**src/rtl/dest_write_sched.sv**
```systemverilog
// -----------------------------------------------------------------------------
// dest_write_sched
// Write-port scheduler for the 3-entry destination register set (S0..S2).
// Three requesters (0 = ALU result, 1 = memory load, 2 = immediate) compete
// for the single register-file write path. A winner is granted for one cycle,
// its destination select and data are latched, and WE is held for
// HOLD_CYCLES cycles. At least one IDLE cycle separates consecutive grants.
//
// Configuration macro:
//   DEST_SCHED_FIXED_PRI_EN  defined   -> fixed priority (0 highest, 2 lowest)
//                            undefined -> round-robin via pointer P (default)
//
// Parameters:
//   DW           write data width
//   HOLD_CYCLES  cycles WE stays high per write (1..8)
//
// Ports:
//   CLK1      in   clock, rising edge
//   RST_N     in   asynchronous active-low reset
//   REQ       in   per-requester write request, held until its GNT
//   REQ_DEST  in   2-bit destination per requester (3 = invalid)
//   REQ_DATA  in   DW-bit data per requester
//   ERR_CLR   in   synchronous clear of ERR (a simultaneous set wins)
//   GNT       out  one-hot single-cycle grant pulse
//   SEL       out  one-hot destination select (S0..S2)
//   WDATA     out  latched write data
//   WE        out  register-file write strobe
//   BUSY      out  high while a write is in progress
//   ERR       out  sticky invalid-destination flag
// -----------------------------------------------------------------------------
module dest_write_sched #(
    parameter int DW          = 4,
    parameter int HOLD_CYCLES = 1
) (
    input  logic              CLK1,
    input  logic              RST_N,
    input  logic [2:0]        REQ,
    input  logic [5:0]        REQ_DEST,
    input  logic [3*DW-1:0]   REQ_DATA,
    input  logic              ERR_CLR,
    output logic [2:0]        GNT,
    output logic [2:0]        SEL,
    output logic [DW-1:0]     WDATA,
    output logic              WE,
    output logic              BUSY,
    output logic              ERR
);

    typedef enum logic {
        ST_IDLE  = 1'b0,
        ST_WRITE = 1'b1
    } state_t;

    // Counter value loaded on a valid grant; the write ends when it reaches 0.
    localparam logic [2:0] HOLD_LOAD = 3'(HOLD_CYCLES - 1);

    state_t          state_r, state_s;
    logic [2:0]      cnt_r, cnt_s;
    logic [2:0]      gnt_r, gnt_s;
    logic [2:0]      sel_r, sel_s;
    logic [DW-1:0]   wdata_r, wdata_s;
    logic            we_r, we_s;
    logic            busy_r, busy_s;
    logic            err_r, err_s;
    logic [1:0]      start_s;
    logic [1:0]      win_s;
    logic [1:0]      dest_s;
    logic [DW-1:0]   win_data_s;
`ifndef DEST_SCHED_FIXED_PRI_EN
    logic [1:0]      ptr_r, ptr_s;
`endif

    // (a + b) mod 3 for operands in 0..2
    function automatic logic [1:0] mod3_add(input logic [1:0] a, input logic [1:0] b);
        logic [2:0] sum;
        sum = {1'b0, a} + {1'b0, b};
        if (sum >= 3'd3) begin
            return 2'(sum - 3'd3);
        end else begin
            return sum[1:0];
        end
    endfunction

    // First set request in the order start, start+1, start+2 (mod 3).
    // Scanning from the far end lets the nearest candidate overwrite the rest.
    function automatic logic [1:0] pick_winner(input logic [2:0] req, input logic [1:0] start);
        logic [1:0] win;
        logic [1:0] idx;
        win = start;
        for (int k = 2; k >= 0; k--) begin
            idx = mod3_add(start, 2'(k));
            if (req[idx]) begin
                win = idx;
            end
        end
        return win;
    endfunction

    function automatic logic [2:0] onehot3(input logic [1:0] idx);
        case (idx)
            2'd0:    return 3'b001;
            2'd1:    return 3'b010;
            2'd2:    return 3'b100;
            default: return 3'b000;
        endcase
    endfunction

    // Winner selection and extraction of its destination and data
    always_comb begin
`ifdef DEST_SCHED_FIXED_PRI_EN
        start_s = 2'd0;
`else
        start_s = ptr_r;
`endif
        win_s = pick_winner(REQ, start_s);
        case (win_s)
            2'd0: begin
                dest_s     = REQ_DEST[1:0];
                win_data_s = REQ_DATA[DW-1:0];
            end
            2'd1: begin
                dest_s     = REQ_DEST[3:2];
                win_data_s = REQ_DATA[2*DW-1:DW];
            end
            default: begin
                dest_s     = REQ_DEST[5:4];
                win_data_s = REQ_DATA[3*DW-1:2*DW];
            end
        endcase
    end

    // Next-state and next-output logic
    always_comb begin
        state_s = state_r;
        cnt_s   = cnt_r;
        gnt_s   = 3'b000;
        sel_s   = sel_r;
        we_s    = we_r;
        wdata_s = wdata_r;
        // A set in this cycle overrides the clear below.
        err_s   = err_r & ~ERR_CLR;
`ifndef DEST_SCHED_FIXED_PRI_EN
        ptr_s   = ptr_r;
`endif
        case (state_r)
            ST_IDLE: begin
                if (REQ != 3'b000) begin
                    state_s = ST_WRITE;
                    gnt_s   = onehot3(win_s);
                    wdata_s = win_data_s;
`ifndef DEST_SCHED_FIXED_PRI_EN
                    ptr_s   = (win_s == 2'd2) ? 2'd0 : (win_s + 2'd1);
`endif
                    if (dest_s == 2'd3) begin
                        sel_s = 3'b000;
                        we_s  = 1'b0;
                        err_s = 1'b1;
                        cnt_s = 3'd0;
                    end else begin
                        sel_s = onehot3(dest_s);
                        we_s  = 1'b1;
                        cnt_s = HOLD_LOAD;
                    end
                end else begin
                    sel_s = 3'b000;
                    we_s  = 1'b0;
                end
            end
            ST_WRITE: begin
                if (cnt_r == 3'd0) begin
                    state_s = ST_IDLE;
                    sel_s   = 3'b000;
                    we_s    = 1'b0;
                end else begin
                    cnt_s = cnt_r - 3'd1;
                end
            end
            default: begin
                state_s = ST_IDLE;
                sel_s   = 3'b000;
                we_s    = 1'b0;
                cnt_s   = 3'd0;
            end
        endcase
        busy_s = (state_s == ST_WRITE);
    end

    // State and registered outputs
    always_ff @(posedge CLK1 or negedge RST_N) begin
        if (!RST_N) begin
            state_r <= ST_IDLE;
            cnt_r   <= 3'd0;
            gnt_r   <= 3'b000;
            sel_r   <= 3'b000;
            wdata_r <= '0;
            we_r    <= 1'b0;
            busy_r  <= 1'b0;
            err_r   <= 1'b0;
        end else begin
            state_r <= state_s;
            cnt_r   <= cnt_s;
            gnt_r   <= gnt_s;
            sel_r   <= sel_s;
            wdata_r <= wdata_s;
            we_r    <= we_s;
            busy_r  <= busy_s;
            err_r   <= err_s;
        end
    end

`ifndef DEST_SCHED_FIXED_PRI_EN
    // Round-robin pointer
    always_ff @(posedge CLK1 or negedge RST_N) begin
        if (!RST_N) begin
            ptr_r <= 2'd0;
        end else begin
            ptr_r <= ptr_s;
        end
    end
`endif

    assign GNT   = gnt_r;
    assign SEL   = sel_r;
    assign WDATA = wdata_r;
    assign WE    = we_r;
    assign BUSY  = busy_r;
    assign ERR   = err_r;

endmodule
```
**config.mk**
```make
export PLATFORM = sky130hd
export DESIGN_NAME = dest_write_sched
export DESIGN_NICKNAME = d
export VERILOG_FILES = /design/src/rtl/dest_write_sched.sv
export SDC_FILE = /design/constraint.sdc
export NUM_CORES = 1
export LEC_CHECK = 0
export BUFFER_PORTS_ARGS = -buffer_cell sky130_fd_sc_hd__buf_2
export CELL_PAD_IN_SITES_DETAIL_PLACEMENT = 0
export CELL_PAD_IN_SITES_GLOBAL_PLACEMENT = 1
export CORE_MARGIN = 5
export CORE_UTILIZATION = 37
export DETAILED_ROUTE_END_ITERATION = 8
export PLACE_DENSITY = 0.85
export REMOVE_ABC_BUFFERS = 1
export SLEW_MARGIN = 20
export SYNTH_ARGS = -nofsm -noshare
export SYNTH_HDL_FRONTEND = slang
export SYNTH_SLANG_ARGS = --single-unit
```
**constraint.sdc**
```tcl
create_clock -name CLK1 -period 3.1 [get_ports CLK1]
set_input_delay 0.62 -clock CLK1 [delete_from_list [all_inputs] [get_ports CLK1]]
set_output_delay 0.62 -clock CLK1 [all_outputs]
set_load 0.005 [all_outputs]
```
Word level (Yosys, flattened, before mapping)
Cells that the tools add are included.
W data, S select, Z words.
{"block": "totals", "input_bits": 24, "output_inout_bits": 13, "register_bits": 18, "elab_cells": 74}
{"block": "op_classes", "n_bitwise": 3, "addsub": 7, "n_mux": 36, "n_lt_le_gt_ge": 6, "eq_ne": 8, "reduce_logical": 6}
{"cell": "$mux W3", "n": 7}
{"cell": "$pmux W3 S3", "n": 2}
{"cell": "$mux W2", "n": 7}
{"cell": "$pmux W3 S2", "n": 2}
{"cell": "$mux W1", "n": 11}
{"cell": "$lt A2 B3 Y1 const B", "n": 3}
{"cell": "$pmux W4 S2", "n": 1}
{"cell": "$bmux W1 S2", "n": 3}
{"cell": "$eq A2 B2 Y1 const B", "n": 3}
{"cell": "$ge A3 B2 Y1 const B", "n": 2}
{"cell": "$sub A2 B2 Y2 const B", "n": 3}
{"cell": "$eq A2 B1 Y1 const B", "n": 2}
{"cell": "$logic_not A2 Y1", "n": 2}
{"cell": "$ne A2 B2 Y1 const B", "n": 2}
{"cell": "$pmux W1 S2", "n": 2}
{"cell": "$pmux W2 S2", "n": 1}
{"cell": "$reduce_and A2 Y1", "n": 2}
{"cell": "$add A2 B1 Y3 const B", "n": 1}
{"cell": "$add A2 B2 Y3 const B", "n": 1}
{"cell": "$logic_not A3 Y1", "n": 1}
{"cell": "$reduce_bool A3 Y1", "n": 1}
{"cell": "$sub A3 B1 Y3 const B", "n": 1}
{"cell": "$add A2 B1 Y2 const B", "n": 1}
{"cell": "$ge A2 B2 Y1 const B", "n": 1}
{"cell": "3 further kinds", "n": 4}

Longest topological paths before layout
{"block": "depth", "ltp_word": 15, "depth_mapped": 11, "ltp_nobuf": 9}

Least setup slack after synthesis
No wires, ideal clock.
{"block": "synth_path", "path_kind": "register -> register", "from": "register ptr_r[0]", "to": "register we_r, in the netlist WE", "arrival_time_ns": 2.276, "n_path_buf": 1, "synth_period_minus_slack_ns": 2.402, "slack_ns": 0.698, "path_stages_with_launch": 11, "setup_ns": 0.126, "required_time_ns": 2.974, "path_cell_list": "dfrtp_1 > inv_1 > ha_1 > buf_6 > and3b_1 > a31oi_2 > nand3_1 > o311ai_2 > nand2_1 > o21a_1 > a221o_1"}
{"block": "synth_between", "elab_chain_cells": 14, "elab_cells_between_ends": 27, "classes_between": "5 x add/sub; 3 x order compare; 2 x eq/ne; 16 x mux; 1 x reduce/logical"}
{"item": "start, declared", "line_no": "70", "text": "logic [1:0] ptr_r, ptr_s;"}
{"item": "start signal, assigned", "line_no": "217", "text": "ptr_r <= ptr_s;"}
{"item": "$add A2 B2 Y3", "line_no": "76", "text": "sum = {1'b0, a} + {1'b0, b};"}
{"item": "$ge A3 B2 Y1 / $sub A2 B2 Y2 (equally long branches)", "line_no": "77, 78"}
{"item": "$mux W2", "line_no": "77", "text": "if (sum >= 3'd3) begin"}
{"item": "$bmux W1 S2", "line_no": "92", "text": "if (req[idx]) begin"}
{"item": "$mux W1 (not written as such)", "line_no": "92"}
{"item": "$mux W2 (2 in series)", "line_no": "92"}
{"item": "$mux W2 *", "line_no": "92"}
{"item": "$eq A2 B1 Y1 / $logic_not A2 Y1 (equally long branches)", "line_no": "116", "text": "case (win_s)"}
{"item": "$pmux W2 S2 *", "line_no": "116"}
{"item": "$eq A2 B2 Y1 *", "line_no": "154", "text": "if (dest_s == 2'd3) begin"}
{"item": "$mux W1 *", "line_no": "154"}
{"item": "$mux W1 *", "line_no": "147", "text": "if (REQ != 3'b000) begin"}
{"item": "$pmux W1 S2 *", "line_no": "145", "text": "case (state_r)"}
{"item": "end signal, assigned", "line_no": "205", "text": "we_r <= we_s;"}
{"item": "end, declared", "line_no": "62", "text": "logic we_r, we_s;"}
Every way passes the cells marked *; elsewhere a longest branch is shown, timed or not. The select of a mux whose other input is x is not followed.
A chain may end at the register's enable or synchronous reset.

Worst setup path after layout
Same ends and word-level chain as after synthesis.

==> impl_metrics.toml <==
[status]
status = "complete, no violations"

[layout]
fillCellCount = 300
syn2layout_area_growth_pct = 19.39
diodes = 0
nets = 186
layout-drive-gt1-share_pct = 30.13
fin_util_pct = 45.67

[placement]
pre_cts_ws_ps = 371.7
dpl.hpwl_um = 2253
gp_congestion = 0.8716
io_buffers = 36

[routing]
dr.pass1.iters = 4
drt-wirelength-per-cell_um = 15.26
via_per_inst = 5.529
dr_total_vias = 1045
wl_um = 2885
drc = 0
postRouteAntennaNets = 0
drt_iter0_drc = 55

[global_routing]
grt_overflow = 0
grtUsageTotal_pct = 14.86
grt_max_degree = 19
grt_pass1_vias = 1118
grt_pass1_wl_um = 5009
antenna_found_initial = 0

[clock_tree]
cts_buffer_depth = 2
post_cts_buffers = 0
cts_resized = 0
clk_pin_slew_worst_paths_ps = 100
clkLatencyLatePin_ps = 290
holdBufCountCts = 0
clkSinkCount = 18
clock_tree.root_cell = "clkbuf_4"
cts_tree = "built"
numCtsBuffers = 3
h-tree-depth = 1

[synthesis]
synth_xor_area_share_pct = 0.7625
yosysSeqAreaShare_pct = 39.22
avgSynthCellArea_sq_um = 9.493
synthSimpleGateAreaFrac_pct = 14.81
yosys.area_share.adder_pct = 5.447
synthCells = 121
synth_area_sq_um = 1149
ys_types = 42
yosysWarnings = 0
synth-compound-area-share_pct = 31.70
synth_top_family_by_area = "compound AO/OA/AOI/OAI gates"
synthMuxAreaShare_pct = 1.743
ys_ff_latch = 18

[floorplanning]
io_pins = 37
dieArea_sq_um = 4318
die-width_um = 65.72
rows = 20
initial_core_util_pct = 38.25
core_area_sq_um = 3003
fp.dieH_um = 65.72

[power]
p_comb_share_pct = 62.4
p_clk_share_pct = 10.1
p_seq_share_pct = 27.5
switching_power_uw = 652.7
p_int_uw = 770.5
power_density_nw_per_um2 = 1038
p_sw_share_pct = 45.86
power.leakage_nw = 0.6654
power_mw = 1.423
ir_drop_mv = 0.4919

[worst_setup_path]
r2r_end = "WE$_DFFE_PN0P_"
crit_type = "reg -> reg"
max_stage_delay_ps = 520
crit_start = "ptr_r[0]$_DFFE_PN0P_"
crit_arrival_ps = 2930
end_kind = "flop"
r2r_cells = 9
critPathLaunchType = "flop"
cp_slowest_cell = "o311ai_2"
reg2reg_from = "ptr_r[0]$_DFFE_PN0P_"
cp_max_fo = 11
path_cells = "inv_1, ha_1, and3b_1, a31oi_2, nand3_1, o311ai_2, nand2_1, o21a_1, a221o_1"
r2r_slack_ps = 350
critPathRequiredTime_ps = 3280

[timing]
fin_setup_tns_ps = 0
period_share_pct = 88.68
setup_viol = 0
finalClockSkew_ps = 4.023
rsz0062_at_grt = "false"
worstMarginPinSlew_ps = 663.9
hold_violations = 0
fin_crit_ps = 2749
maxClockFrequency_mhz = 363.8
slew_violations = 0
setup_ws_ps = 350.9
maxSlewHeadroom_pct = 55.58
worst_hold_slack_ps = 251.3

[job]
drv_cap = 0

[hold_path]
hp-class = "in -> async"
==> stage by stage <==
| step | area [sq um] | instances |
|---|---|---|
| floorplan | 1114 | 116 |
| global placement | 1335 | 185 |
| detailed placement | 1335 | 185 |
| CTS | 1371 | 189 |
| global route | 1371 | 189 |
| finish | 1371 | 189 |
==> sequential cells by signal, summed over array words and instances, names as in the netlist <==
signal	count
WDATA	4
GNT	3
SEL	3
cnt_r	3
ptr_r	2
BUSY	1
ERR	1
WE	1
==> metal layers <==
metal / up-vias / track usage [%] / share of wire, % / wire, um
met2: 20 / 26.53 / 49 / 1427
li1: 510 / - / - / -
met3: 2 / 2.906 / 4.3 / 123
met5: - / 0 / 0 / 0
met4: 0 / 4.663 / 0.42 / 12
met1: 513 / 17.70 / 46 / 1323
==> cells by family (layout without fill, tap and decap cells) <==
logic type               count (synthesis)  count (layout)
AO/OA/AOI/OAI                           48              48
AND/OR/NAND/NOR                         32              32
flip-flops                              18              18
buffers and inverters                   15              50
adder cells (fa/ha/maj)                  5               5
multiplexers                             2               2
XOR/XNOR                                 1               1
==> Yosys cell counts <==
| cell | count | area [sq um] |
|---|---|---|
| a41o_1 | 1 | 10.01 |
| o22ai_1 | 2 | 12.51 |
| a22o_1 | 3 | 26.28 |
| a221o_1 | 1 | 10.01 |
| a21boi_0 | 3 | 22.52 |
| xnor2_1 | 1 | 8.760 |
| nor3b_1 | 1 | 7.510 |
| nand3_1 | 4 | 20.02 |
| a22oi_1 | 6 | 45.04 |
| o21ai_1 | 5 | 25.02 |
| and2_1 | 3 | 18.77 |
| o21a_1 | 6 | 45.04 |
| a21o_1 | 1 | 7.510 |
| or3b_1 | 1 | 8.760 |
| buf_2 | 1 | 5.000 |
| a21bo_1 | 1 | 10.01 |
| clkbuf_1 | 1 | 3.750 |
| o211ai_1 | 1 | 7.510 |
| and3b_1 | 1 | 8.760 |
| dfrtp_1 | 18 | 450.4 |
| a211oi_2 | 1 | 12.51 |
| a2bb2oi_2 | 1 | 15.01 |
| and2_0 | 1 | 6.260 |
| nor2_1 | 4 | 15.01 |
| o21ai_0 | 7 | 35.03 |
| buf_6 | 1 | 11.26 |
| mux2i_1 | 2 | 20.02 |
| o311ai_2 | 1 | 16.27 |
| o21ai_2 | 1 | 8.760 |
| a31oi_2 | 1 | 12.51 |
| and2b_1 | 1 | 7.510 |
| or2_1 | 1 | 6.260 |
| or2_2 | 1 | 6.260 |
| inv_1 | 10 | 37.54 |
| nor3_1 | 2 | 10.01 |
| ha_1 | 5 | 62.56 |
| nand2_1 | 8 | 30.03 |
| nor2b_1 | 4 | 25.02 |
| buf_4 | 2 | 15.01 |
| o221ai_2 | 1 | 15.01 |
| o31ai_1 | 1 | 7.510 |
| a21oi_1 | 4 | 20.02 |
==> critical path, delay by kind of cell, from the launching register on <==
family,cells,cell delay (ps)
flops,1,390
buf+inv,1,90
fa+ha+maj,1,440
simple gates,3,510
compound gates,4,1200
==> power by group through the flow <==
stage	clock network (mW)	logic, mW	registers [mW]
5_1_grt	0.160	0.996	0.408
4_1_cts	0.150	0.890	0.392
2_1_floorplan	0	0.630	0.395
3_5_place_dp	0	0.885	0.395
6_report	0.144	0.888	0.391
3_3_place_gp	0	0.858	0.390
==> cell usage in the layout, fill, tap and decap left out, types with 3 or more instances in the layout <==
cell and instances:
nor2_1 4, a21boi_0 3, nand2_1 8, nor2b_1 4
nand3_1 4, ha_1 5, o21ai_1 5, a21oi_1 4
inv_1 10, and2_1 3, clkbuf_4 3, o21a_1 6
dfrtp_1 18, o21ai_0 7, buf_2 36, a22oi_1 6
a22o_1 3
==> area by class of cell <==
cell class                 instances  area [sq um]  area share (%)
clock buffer                       4         36.28           2.646
inverter                          10         37.54           2.737
multi-input combinational         88         625.6           45.62
sequential                        18         450.4           32.85
tap                               33         41.29           3.011
timing repair buffer              36         180.2           13.14
==> worst max-delay path by stage <==
stage | end | slack (ps) | cells past startpoint
4_1_cts | WE$_DFFE_PN0P_ | 330 | 9
3_3_place_gp | WE$_DFFE_PN0P_ | 490 | 9
3_5_place_dp | WE$_DFFE_PN0P_ | 370 | 9
2_1_floorplan | WE$_DFFE_PN0P_ | 690 | 9
6_report | WE$_DFFE_PN0P_ | 350 | 9
5_1_grt | WE$_DFFE_PN0P_ | 100 | 9
(Power assumes the default switching activity.)
